--- config.mk ---
export PLATFORM = sky130hd
export DESIGN_NAME = shift_reg_unit
export DESIGN_NICKNAME = d
export VERILOG_FILES = /design/src/rtl/shift_reg_unit.sv
export SDC_FILE = /design/constraint.sdc
export NUM_CORES = 1
export LEC_CHECK = 0
export BUFFER_PORTS_ARGS = -buffer_cell sky130_fd_sc_hd__buf_2
export CAP_MARGIN = 20
export CELL_PAD_IN_SITES_DETAIL_PLACEMENT = 0
export CELL_PAD_IN_SITES_GLOBAL_PLACEMENT = 1
export CORE_UTILIZATION = 36
export CTS_BUF_LIST = sky130_fd_sc_hd__clkbuf_8
export DETAILED_ROUTE_END_ITERATION = 10
export GPL_ROUTABILITY_DRIVEN = 0
export PLACE_DENSITY_LB_ADDON = 0.15
export SYNTH_ARGS = -nofsm -noshare
export SYNTH_HDL_FRONTEND = slang
export SYNTH_SLANG_ARGS = --single-unit
--- constraint.sdc ---
create_clock -name clk -period 3 [get_ports clk]
set_input_delay 0 -clock clk [delete_from_list [all_inputs] [get_ports clk]]
set_output_delay 0 -clock clk [all_outputs]
set_load 0.02 [all_outputs]
--- src/rtl/shift_reg_unit.sv ---
`default_nettype none
// ============================================================================
// Module   : shift_reg_unit
// Brief    : Bidirectional shift register with parallel load, shift counter
//            and a one-cycle completion pulse.
// Revision : 1.0 - initial release
// ============================================================================
module shift_reg_unit #(
    parameter int WIDTH = 8
) (
    input  logic                       clk,
    input  logic                       rst,
    input  logic                       en,
    input  logic [1:0]                 mode,
    input  logic                       sin_r,
    input  logic                       sin_l,
    input  logic [WIDTH-1:0]           pdata,
    output logic [WIDTH-1:0]           q,
    output logic [WIDTH-1:0]           qb,
    output logic                       sout_r,
    output logic                       sout_l,
    output logic [$clog2(WIDTH+1)-1:0] shift_cnt,
    output logic                       done
);

    localparam int CNT_W = $clog2(WIDTH + 1);

    localparam logic [1:0] C_MODE_HOLD = 2'b00;
    localparam logic [1:0] C_MODE_SHR  = 2'b01;
    localparam logic [1:0] C_MODE_SHL  = 2'b10;
    localparam logic [1:0] C_MODE_LOAD = 2'b11;

    localparam logic [CNT_W-1:0] C_CNT_MAX  = CNT_W'(WIDTH);
    localparam logic [CNT_W-1:0] C_CNT_LAST = CNT_W'(WIDTH - 1);

    logic [WIDTH-1:0] shreg_q, shreg_d;
    logic [CNT_W-1:0] cnt_q, cnt_d;
    logic             done_q, done_d;
    logic             shift_w;

    always_comb begin
        shreg_d = shreg_q;
        cnt_d   = cnt_q;
        done_d  = 1'b0;
        shift_w = 1'b0;

        if (en) begin
            case (mode)
                C_MODE_SHR: begin
                    shreg_d = {sin_r, shreg_q[WIDTH-1:1]};
                    shift_w = 1'b1;
                end
                C_MODE_SHL: begin
                    shreg_d = {shreg_q[WIDTH-2:0], sin_l};
                    shift_w = 1'b1;
                end
                C_MODE_LOAD: begin
                    shreg_d = pdata;
                    cnt_d   = '0;
                end
                C_MODE_HOLD: ;
                default: ;
            endcase
        end

        // Count saturates at WIDTH, so done can only fire on the crossing edge.
        if (shift_w && (cnt_q != C_CNT_MAX)) begin
            cnt_d  = cnt_q + 1'b1;
            done_d = (cnt_q == C_CNT_LAST);
        end
    end

    always_ff @(posedge clk or posedge rst) begin
        if (rst) begin
            shreg_q <= '0;
            cnt_q   <= '0;
            done_q  <= 1'b0;
        end else begin
            shreg_q <= shreg_d;
            cnt_q   <= cnt_d;
            done_q  <= done_d;
        end
    end

    assign q         = shreg_q;
    assign qb        = ~shreg_q;
    assign sout_r    = shreg_q[0];
    assign sout_l    = shreg_q[WIDTH-1];
    assign shift_cnt = cnt_q;
    assign done      = done_q;

endmodule

`default_nettype wire

==> run metrics <==
Synth area leader dfrtp_1; fin util 51.0%; cells after synthesis 82; CTS max path bufs 2; Core Region 0.00198 mm2; nets 139; I/O pins 38; # DRC 0; die area 0.00233 mm2; WP data arrival 1.61 ns; yosys warns 0; hold_sp sin_r; CTS tree done; drt total wl 1700 um; Synth cell types 25; final-report max-slew violation count 0; setup violators final 0; Req. time, crit path 3.13 ns; overall power between 0.6 and 0.7 mW; critical-path maximum fanout 5; GRT Overall Usage 15.4%; PwrDens about 690 mW/mm2; Crit Reg-Reg Endpoint shift_cnt[2]$_DFFE_PP0P_; PnR worst setup slack 1.51 ns; H-tree depth 1; CTS Buf Count 3; WL per Instance 11.7 um; post-CTS sizing 0; clock latency at the later pin of the worst-skew pair 0.24 ns; post-synthesis sequential area ratio 42.2%; dpl hpwl around 1300 um; CP Capture Type flip-flop; Initial DRC Count 4; Post-DP Area 956 um2; peak supply drop 427 uV; FF-to-FF Start shift_cnt[0]$_DFFE_PP0P_; Hold Slack approximately 0.054 ns; final non-filler cell total 145; HP Class input port to flip-flop; Rel. slew slack 62.6%; share of cells above drive strength 1 a little over a third; syn_area_per_cell 9.40 um2; worst slew pin tran 0.561 ns; final instance area 0.00101 mm2; remaining global-route overflow 0; die width ~48 um; number of fill cells 196; Worst Hold Depth 3; post-route ant nets 0; net count after synthesis 102; number of hold violations in the final report 0; first-pass GRT wire length ~2500 um; DRT Pass-1 Iters 4; Setup crit start kind flip-flop; initial antenna violation count 0; # rows 16; pre-CTS setup slack 1.53 ns; routed vias/inst roughly 5; Final Skew between 0.0015 and 0.002 ns; share of the synthesized area in the top cell type 42.2%; RSZ-0062 raised after global routing no; final worst path period share 49.6%; LEAKAGE between 0.5 and 0.6 nW; maximum capacitance violations 0; clk sinks 13; Die Height 48.3 um; clock slew at reported path FFs 0.05 ns; hold path endpoint q[7]$_DFFE_PP0P_; setup TNS 0 ns; ANT cells 0; CTS root buf clkbuf_8; Reg2Reg Setup Slack 1.51 ns; most common cell after layout, fill and taps aside buf_2; min Tclk post-route 1.49 ns; Synth area leaders dfrtp_1 42%, a22o_1 9.1%, ha_1 8.1%; largest net degree at the start of global routing 17; Initial Util between 30 and 40%; Via Count 718; synthesized cell area approximately 770 um2; IO buf count 37; Worst R2R Path Depth 5; synthesis-stage register bit count 13; Area Growth Syn to Fin 31.2%; fmax 672 MHz; most frequent cells in the layout 37 x buf_2, 16 x inv_1, 13 x dfrtp_1; vias in the first global route 613; CTS hold repair buffers 1; postcts setup bufs 0; Setup CP Type flip-flop to flip-flop; placed insts 140; status completed
==> critical path, stage by stage (launching register included) <==
cell	delay [ns]
dfrtp_1	0.42
inv_1	0.07
ha_1	0.18
and3b_1	0.20
or4_1	0.40
o311ai_1	0.11
==> where the power goes <==
group | switching (mW) | internal [mW] | leakage [nW]
clock network | 0.0593 | 0.0901 | 0.0269
registers | 0.0487 | 0.217 | 0.154
logic | 0.174 | 0.107 | 0.360
==> cells by family (layout without fill, tap and decap cells) <==
logic type      Yosys count  after routing  share of synthesized area, %
compound gates           28             28                          26.1
buf+inv                  22             58                          12.3
flops                    13             13                          42.2
simple gates             13             13                          9.91
fa+ha+maj                 5              5                          8.12
mux                       1              1                          1.30
==> synthesized netlist by cell type <==
cell,number
a211oi_1,8
a21oi_1,8
a22o_1,8
a31o_1,1
and3b_1,1
buf_2,3
buf_4,2
clkbuf_1,1
clkinvlp_2,1
dfrtp_1,13
ha_1,5
inv_1,15
mux2i_1,1
nand2_1,3
nand2b_1,1
nand3_1,2
nor2_2,1
nor3b_1,1
nor4_1,1
o21ai_0,1
o221ai_1,1
o311ai_1,1
or2_1,1
or3_1,1
or4_1,1
==> area by class of cell <==
| class | count | area, um2 | share of cell area (%) |
|---|---|---|---|
| Tap cell | 27 | 33.8 | 3.34 |
| Timing Repair Buffer | 38 | 195 | 19.3 |
| Clock inverter | 1 | 3.75 | 0.371 |
| Clock buffer | 3 | 41.3 | 4.08 |
| Sequential cell | 13 | 325 | 32.2 |
| Inverter | 16 | 61.3 | 6.06 |
| Multi-Input combinational cell | 47 | 350 | 34.7 |
==> flip-flops by register name, summed over array words and instances, names as in the netlist <==
signal	flops
done	1
q	8
shift_cnt	4
==> layer usage <==
metal / vias up / share of wire (%) / GRT usage [%]
li1: 361 / - / -
met1: 334 / 50 / 20.9
met2: 21 / 45 / 24.5
met3: 2 / 4.9 / 3.33
met4: 0 / 0.47 / 5.00
met5: - / 0 / 0
==> how the worst max path moves through the flow <==
stage                                         from                        to  cells past startpoint  slack (ns)
after floorplan           shift_cnt[0]$_DFFE_PP0P_  shift_cnt[2]$_DFFE_PP0P_                      5        1.49
after global routing      shift_cnt[0]$_DFFE_PP0P_  shift_cnt[2]$_DFFE_PP0P_                      5        1.42
final                     shift_cnt[0]$_DFFE_PP0P_  shift_cnt[2]$_DFFE_PP0P_                      5        1.51
after global placement    shift_cnt[0]$_DFFE_PP0P_  shift_cnt[2]$_DFFE_PP0P_                      5        1.59
after detailed placement  shift_cnt[0]$_DFFE_PP0P_  shift_cnt[2]$_DFFE_PP0P_                      5        1.53
after CTS                 shift_cnt[0]$_DFFE_PP0P_  shift_cnt[2]$_DFFE_PP0P_                      5        1.51
Power figures use the tool's default switching activity.
